==> src/rtl/pc_fetch_ctrl.sv <==
// rtl/pc_fetch_ctrl.sv - instruction fetch sequencer: PC register, imem handshake, 1-entry IF/ID buffer
//
// Owns the fetch PC, issues instruction-memory requests (address held stable until ack),
// and delivers one instruction per fetch to IF/ID through a single-entry buffer.
// Applies redirects from ID (branch/j/jal/jr) and honours the hazard-unit stall.
//
// Optional feature macro: DELAY_SLOT_EN
//   defined   - one instruction after the redirecting one is still delivered (delay slot)
//   undefined - redirect squashes everything younger than the redirecting instruction
//
// Ports
//   clk, rst_n          clock, asynchronous active-low reset
//   stall               IF/ID cannot accept this cycle
//   redirect            ID resolved a taken branch/jump (single-cycle pulse)
//   redirect_target     next PC for the redirect
//   imem_req/imem_addr  fetch request and address (held until imem_ack)
//   imem_ack/imem_rdata memory response, may coincide with the request
//   if_valid            buffer holds a deliverable instruction
//   if_instr/if_pc      buffered instruction and its address
//   if_pc_plus_4        if_pc + 4 (mod 2^32)
//   adel/bad_addr       sticky misaligned-fetch flag and offending target

module pc_fetch_ctrl #(
  parameter logic [31:0] RESET_PC = 32'h0000_3000
) (
  input  logic        clk,
  input  logic        rst_n,
  input  logic        stall,
  input  logic        redirect,
  input  logic [31:0] redirect_target,
  output logic        imem_req,
  output logic [31:0] imem_addr,
  input  logic        imem_ack,
  input  logic [31:0] imem_rdata,
  output logic        if_valid,
  output logic [31:0] if_instr,
  output logic [31:0] if_pc,
  output logic [31:0] if_pc_plus_4,
  output logic        adel,
  output logic [31:0] bad_addr
);

  typedef enum logic [1:0] {IDLE, FETCH, HOLD, ERR} state_t;

  state_t      state, state_nxt;
  logic [31:0] pc;
  logic [31:0] req_addr;     // address of the request still waiting for its ack
  logic        outstanding;  // a request was raised in an earlier cycle and is not yet acked
  logic        squash;       // the outstanding request belongs to a cancelled path
  logic        consume;
  logic        ack_live;
  logic        cap;
  logic        misaligned;
  logic [31:0] addr_plus_4;
`ifdef DELAY_SLOT_EN
  logic        ds_pending;
  logic [31:0] ds_target;
`endif

  assign consume     = if_valid & ~stall;
  assign ack_live    = imem_req & imem_ack;
  assign cap         = ack_live & ~squash & ~adel;
  assign misaligned  = redirect_target[1:0] != 2'b00;
  assign imem_addr   = outstanding ? req_addr : pc;
  assign addr_plus_4 = imem_addr + 32'd4;

  // A new request may only start when its data is guaranteed a buffer slot: the buffer is
  // empty or drains this cycle. Once raised, a request stays up until acked.
  always_comb begin
    state_nxt = state;
    imem_req  = 1'b0;
    case (state)
      IDLE: state_nxt = FETCH;
      FETCH: begin
        if (adel) begin
          imem_req = outstanding;
          if (!outstanding || imem_ack) state_nxt = ERR;
        end else begin
          imem_req = outstanding | ~(if_valid & stall);
          if (!imem_req) state_nxt = HOLD;
        end
      end
      HOLD: begin
        if (adel)                    state_nxt = ERR;
        else if (!stall || !if_valid) state_nxt = FETCH;
      end
      ERR:     state_nxt = ERR;
      default: state_nxt = IDLE;
    endcase
  end

  always_ff @(posedge clk or negedge rst_n) begin
    if (!rst_n) begin
      state        <= IDLE;
      pc           <= RESET_PC;
      req_addr     <= RESET_PC;
      outstanding  <= 1'b0;
      squash       <= 1'b0;
      if_valid     <= 1'b0;
      if_instr     <= 32'h0;
      if_pc        <= 32'h0;
      if_pc_plus_4 <= 32'h0;
      adel         <= 1'b0;
      bad_addr     <= 32'h0;
`ifdef DELAY_SLOT_EN
      ds_pending   <= 1'b0;
      ds_target    <= 32'h0;
`endif
    end else begin
      state       <= state_nxt;
      outstanding <= imem_req & ~imem_ack;
      req_addr    <= imem_addr;
      if (ack_live) squash <= 1'b0;
`ifdef DELAY_SLOT_EN
      if (redirect && !adel) begin
        if (if_valid) begin
          // Buffered instruction is the delay slot; anything fetched after it is dropped.
          if (misaligned) begin
            adel     <= 1'b1;
            bad_addr <= redirect_target;
          end else begin
            pc <= redirect_target;
          end
          if (imem_req && !imem_ack) squash <= 1'b1;
          if (consume) if_valid <= 1'b0;
        end else if (cap) begin
          // The ack arriving now is the delay slot.
          if_valid     <= 1'b1;
          if_instr     <= imem_rdata;
          if_pc        <= imem_addr;
          if_pc_plus_4 <= addr_plus_4;
          if (misaligned) begin
            adel     <= 1'b1;
            bad_addr <= redirect_target;
          end else begin
            pc <= redirect_target;
          end
        end else begin
          // Delay slot not fetched yet; a later redirect here simply replaces the target.
          ds_pending <= 1'b1;
          ds_target  <= redirect_target;
        end
      end else if (cap) begin
        if_valid     <= 1'b1;
        if_instr     <= imem_rdata;
        if_pc        <= imem_addr;
        if_pc_plus_4 <= addr_plus_4;
        if (ds_pending) begin
          ds_pending <= 1'b0;
          if (ds_target[1:0] != 2'b00) begin
            adel     <= 1'b1;
            bad_addr <= ds_target;
          end else begin
            pc <= ds_target;
          end
        end else begin
          pc <= addr_plus_4;
        end
      end else if (consume) begin
        if_valid <= 1'b0;
      end
`else
      if (redirect && !adel) begin
        // Everything younger than the redirecting instruction is dropped, including a
        // coincident ack; a request still in flight is marked for discard.
        if_valid <= 1'b0;
        if (misaligned) begin
          adel     <= 1'b1;
          bad_addr <= redirect_target;
        end else begin
          pc <= redirect_target;
        end
        if (imem_req && !imem_ack) squash <= 1'b1;
      end else if (cap) begin
        if_valid     <= 1'b1;
        if_instr     <= imem_rdata;
        if_pc        <= imem_addr;
        if_pc_plus_4 <= addr_plus_4;
        pc           <= addr_plus_4;
      end else if (consume) begin
        if_valid <= 1'b0;
      end
`endif
    end
  end

endmodule

==> config.mk <==
export PLATFORM = sky130hd
export DESIGN_NAME = pc_fetch_ctrl
export DESIGN_NICKNAME = d
export VERILOG_FILES = /design/src/rtl/pc_fetch_ctrl.sv
export SDC_FILE = /design/constraint.sdc
export NUM_CORES = 1
export LEC_CHECK = 0
export ABC_CLOCK_PERIOD_IN_PS = 3300
export CELL_PAD_IN_SITES_DETAIL_PLACEMENT = 2
export CELL_PAD_IN_SITES_GLOBAL_PLACEMENT = 2
export CORE_MARGIN = 2
export CORE_UTILIZATION = 29
export DETAILED_ROUTE_END_ITERATION = 6
export MAX_ROUTING_LAYER = met4
export PLACE_DENSITY_LB_ADDON = 0.1
export SLEW_MARGIN = 0
export SYNTH_ARGS = -nofsm -noshare
export SYNTH_HDL_FRONTEND = slang
export SYNTH_SLANG_ARGS = --single-unit
==> constraint.sdc <==
create_clock -name clk -period 3.3 [get_ports clk]
set_input_delay 0.66 -clock clk [delete_from_list [all_inputs] [get_ports clk]]
set_output_delay 0.66 -clock clk [all_outputs]
set_load 0.05 [all_outputs]
Word level (Yosys, flattened, before mapping)

Index checks and enable logic that the tools add are counted.

Register bits: 198
Latch bits: 0
Bits in writable memories: 0
ROM bits: 0
Input bits: 69
Memories: 0

Add/subtract/negate cells: 1
$mul: 0
Divide/modulo/power cells: 0
Order comparisons: 0
Eq/ne operators: 7
Shift operators: 0
Muxes and demuxes: 18
Bitwise operators: 13
Reduce and logical (&&, ||, !) cells: 17

Operators by type and width:

| cell                  | number |
|---|---|
| $mux 32               | 4 |
| $add 32x3->32 const B | 1 |
| $mux 2                | 5 |
| $ne 3x3->1 const B    | 3 |
| $mux 1                | 8 |
| $pmux 2 s4            | 1 |
| $and 1x1->1           | 6 |
| $not 1->1             | 6 |
| $reduce_and 2->1      | 3 |
| $logic_not 1->1       | 5 |
| $eq 2x2->1 const B    | 2 |
| $reduce_bool 2->1     | 2 |
| $reduce_and 3->1      | 1 |
| $reduce_bool 3->1     | 1 |
| $eq 2x1->1 const B    | 1 |
| $logic_and 1x1->1     | 2 |
| $logic_not 2->1       | 1 |
| $logic_or 1x1->1      | 2 |
| $ne 2x2->1 const B    | 1 |
| $or 1x1->1            | 1 |

Logic depth before layout (Yosys ltp)

Word-level depth: 10
Mapped depth: 13
Depth with buffers taken out: 9

Worst setup path before layout

No wires, ideal clock.

Path type: reg2reg
Start point: register outstanding
End point: register pc[28]
Setup time: 94 ps
Data arrival time: 3005 ps
Slack: 201 ps
Cell stages (with the launch flop): 14
Path buffers: 4
Period minus slack after synthesis: 3099 ps
Path through: dfrtp_1 > buf_6 > buf_2 > buf_2 > buf_2 > mux2i_1 > inv_1 > ha_1 > inv_1 > a211oi_2 > nand4_1 > nor3_1 > xnor2_1 > a211oi_1

RTL lines:

| what                   | RTL line | text |
|---|---|---|
| from (decl)            | 48       | `logic outstanding;` |
| from (signal assigned) | 111      | `outstanding <= imem_req & ~imem_ack;` |
| $mux 32                | 64       | `assign imem_addr = outstanding ? req_addr : pc;` |
| net imem_addr[2]       | 32       | `output logic [31:0] imem_addr,` |
| $add 32x3->32          | 65       | `assign addr_plus_4 = imem_addr + 32'd4;` |
| $mux 32                | 174      | `end else if (cap) begin` |
| $mux 32                | 163      | `if (redirect && !adel) begin` |
| to (signal assigned)   | 171      | `pc <= redirect_target;` |
| to (signal assigned)   | 179      | `pc <= addr_plus_4;` |
| to (decl)              | 46       | `logic [31:0] pc;` |

The timed path passes the listed nets, and every way through them passes these cells. The select of a mux whose other input is x is not followed.
A chain may end at the register's enable or synchronous reset.

Final worst setup path

Start point: register outstanding
End point: output imem_addr[13]

Cells in the longest elaborated chain, start to end: 1

Ends and longest elaborated chain:

| what      | RTL line |
|---|---|
| $mux 32   | 64 |
| to (decl) | 32 |

Every way passes these cells.

==> results.toml <==
[outcome]
outcome = "completed"

[sta]
drv_slew = 0
fin_crit_ns = 3.18
hold_slack_ns = 0.200
fin_tns_setup_ns = 0
finClkSkew_ns = 0.0144
period_share_pct = 96.4
timing.fmax_mhz = 314
rsz0062_at_grt = "false"
slew_headroom_pct = 57.8
finalHoldViolCount = 0
setup_viol = 0
worst_pin_slew_ns = 0.632

[synth]
synth_nets = 878
ys_seq_area_share_pct = 58.9
yosysTopAreaCellShare_pct = 57.7
synth_area_leaders = "dfrtp_1, nand2_1, mux2_2, a21oi_1, mux2i_1"
syn_area_um2 = 8330
avgSynthCellArea_um2 = 10.3
async_flop_share_pct = 100
yosys_warnings = 0
synth_flop_cell = "dfrtp_1"
synth_seq_cells = 196
synth_cell_type_count = 48
synth_cells = 808
yosys.area.top_type = "dfrtp_1"
synth-edff-count = 0

[cts]
htreeDepth = 4
clock_path_buffers = 2
cts_made_buffers = 17
path_clk_slew_ns = 0.08
post-cts-setup-buffer-count = 0
clk_latency_ns = 0.44
cts_tree = "yes"
cts.sinks = 196
cts_root_buf = "clkbuf_16"

[route]
drc = 0
dr.first_iter.drc_count = 335
firstDrtPassIters = 6
viasPerCell = 4.75
antenna_left = 0
drt-total-wl_um = 28300
avgRoutedWirePerCell_um = 19.8
vias = 6808

[critical_path]
critPathLaunchType = "register"
cp-endpoint = "imem_addr[13]"
crit_required_ns = 2.64
end_kind = "primary output"
reg2reg_from = "outstanding"
crit_chain = "buf_4 -> mux2_2 -> clkdlybuf4s50_1"
worst_ep_arrival_time_ns = 2.52
slowest_delay_ns = 0.72
crit_path_top_delay_cell = "clkdlybuf4s50_1"
cp_max_fo = 24
r2r_end = "pc[31]"
critPathLaunch = "outstanding"
r2r_setup_slack_ns = 0.48
r2r_cells = 7
criticalPathCategory = "reg -> out"

[pwr]
p_per_area_nw_per_um2 = 519
clock_power_share_pct = 35.1
p_switching_uw = 2010
pwr-share-comb_pct = 20.8
irDropWorstVdd_mv = 0.256
swShare_pct = 32.7
p_int_uw = 4130
leakagePower_uw = 0.00552
seqPwrFrac_pct = 44.0

[final_layout]
final_cells = 1434
layout-drive-gt1-share_pct = 11.9
area_growth_syn_to_layout_pct = 42.1
n_antenna_cell = 0
num-nets-final = 1107

[global_route]
grt_pass1_wl_um = 45500
antenna_found_initial = 0
grt-ovfl-total = 0
grt_pass1_vias = 7592
grt_max_degree = 80
grt_usage_pct = 20.0

[worst_hold_path]
hp-class = "in -> async"

[floorplan]
fp.dieW_um = 173
io_pins = 232
rows = 62
start_util_pct = 29.3
die_area_um2 = 30100
core_area_um2 = 28500
die_h_um = 173

[placed_design]
dp_cells = 1402
port_buffers = 231
dp_hpwl_um = 20300
gp_congestion = 0.762

[flow_run]
max-cap-violations = 0
[metrics by stage]
stage	area [um^2]	power, uW	worst slack, ns	util, %
final	11800	6140	0.119	41.6
after global routing	11800	6420	0.0264	41.6
after CTS	11800	6250	0.00829	41.5
after detailed placement	11200	4050	0.467	39.4
after global placement	11200	4030	0.472	39.4
after floorplan	8330	3480	0.201	-
[routing by layer]
| layer | vias to the layer above | wire (um) | GRT usage, % | part of all wire, % |
|---|---|---|---|---|
| met5 | - | 0 | - | 0 |
| met4 | 0 | 353 | 4.48 | 1.2 |
| met3 | 17 | 1230 | 3.97 | 4.3 |
| met2 | 149 | 14000 | 32.3 | 49 |
| met1 | 3451 | 12800 | 26.0 | 45 |
| li1 | 3191 | - | - | - |
[worst min-delay path by stage]
stage,depth (start not counted),endpoint,from
final,1,if_pc[11],rst_n
after global routing,1,if_pc_plus_4[11],rst_n
after CTS,1,if_pc[11],rst_n
after detailed placement,2,if_instr[1],if_instr[1]
after global placement,2,if_instr[31],if_instr[31]
after floorplan,0,asynchronous set/reset pin,rst_n
[cell usage in the layout, fill, tap and decap left out, types with 3 or more instances in the layout]
cell / synthesis / layout
a211o_1: 3 / 3
mux2i_1: 22 / 22
o21a_1: 5 / 5
nand2_1: 182 / 182
o22ai_1: 7 / 7
buf_12: 0 / 7
a22oi_1: 5 / 5
nor3_1: 13 / 13
inv_1: 28 / 28
nand2b_1: 6 / 6
nand3_1: 26 / 25
inv_6: 0 / 6
nor2b_1: 7 / 6
nor2_1: 44 / 43
and3_1: 9 / 9
mux2_2: 38 / 38
a21o_1: 9 / 9
dfstp_2: 4 / 4
buf_4: 4 / 32
dlymetal6s2s_1: 0 / 7
xnor2_1: 22 / 22
o21ai_0: 33 / 33
clkinv_8: 0 / 3
nand3b_1: 8 / 8
a31oi_1: 3 / 3
clkbuf_16: 0 / 17
dfrtp_1: 192 / 191
a32o_1: 3 / 3
clkdlybuf4s50_1: 0 / 208
nand4_1: 10 / 10
a21oi_1: 53 / 52
o211ai_1: 3 / 3
and2_1: 4 / 4
[registers in the layout, indices dropped and copies added (netlist names), named ones only]
signal and count:
pc 32, if_instr 32, adel 1, if_pc 32, state 2, if_pc_plus_4 30
if_valid 1, outstanding 1, bad_addr 32, req_addr 32
[cell families (layout without fill, tap and decap cells)]
kind of cell	count (synthesis)	after routing	synth area share (%)
adder cells (fa/ha/maj)	1	1	0.150
AND/OR/NAND/NOR	318	318	17.2
flip-flops	196	196	58.9
multiplexers	60	60	7.78
buffers and inverters	75	317	3.78
AO/OA/AOI/OAI	135	135	9.76
XOR/XNOR	23	23	2.42
[area by class of cell]
cell class / count / area (um^2)
Clock buffer: 19 / 443
Clock inverter: 13 / 160
Fill cell: 3071 / 16600
Inverter: 28 / 105
Multi-Input combinational cell: 537 / 3150
Sequential cell: 196 / 4910
Tap cell: 384 / 480
Timing Repair Buffer: 257 / 2580
[critical path, delay by kind of cell, from the launching register on]
kind	cells	cell delay, ns
buf+inv	2	1.00
flops	1	0.64
mux	1	0.42
[cell usage after synthesis, types with 3 or more instances]
cell type    n
nand2b_1     6
and2_1       4
a22oi_1      5
xnor2_1     22
mux2_2      38
a31oi_1      3
a32o_1       3
dfstp_2      4
dfrtp_1    192
and3_1       9
clkbuf_1    30
nor3_1      13
nand3_1     26
nor2b_1      7
nor2_1      44
o22ai_1      7
buf_4        4
a211o_1      3
o21ai_0     33
o211ai_1     3
nand3b_1     8
buf_1        3
a21oi_1     53
buf_2        9
nand2_1    182
nand4_1     10
inv_1       28
mux2i_1     22
o21a_1       5
a21o_1       9
[power by group through the flow]
stage               Sequential, uW  Combinational (uW)  Clock [uW]
detailed placement            2750                1300           0
finish                        2700                1280        2160
global placement              2750                1280           0
CTS                           2710                1300        2240
global route                  2730                1360        2330
floorplan                     3110                 373           0
[what timing repair did]
item | in CTS | in global routing
endpoints found under the hold margin | 0 | 0
gates resized for setup | 2 | 7
endpoints found under the setup margin | 2 | 7
hold buffers | 0 | 0
pin swaps | 0 | 0
Note: power is estimated with default switching activity, not from simulation.
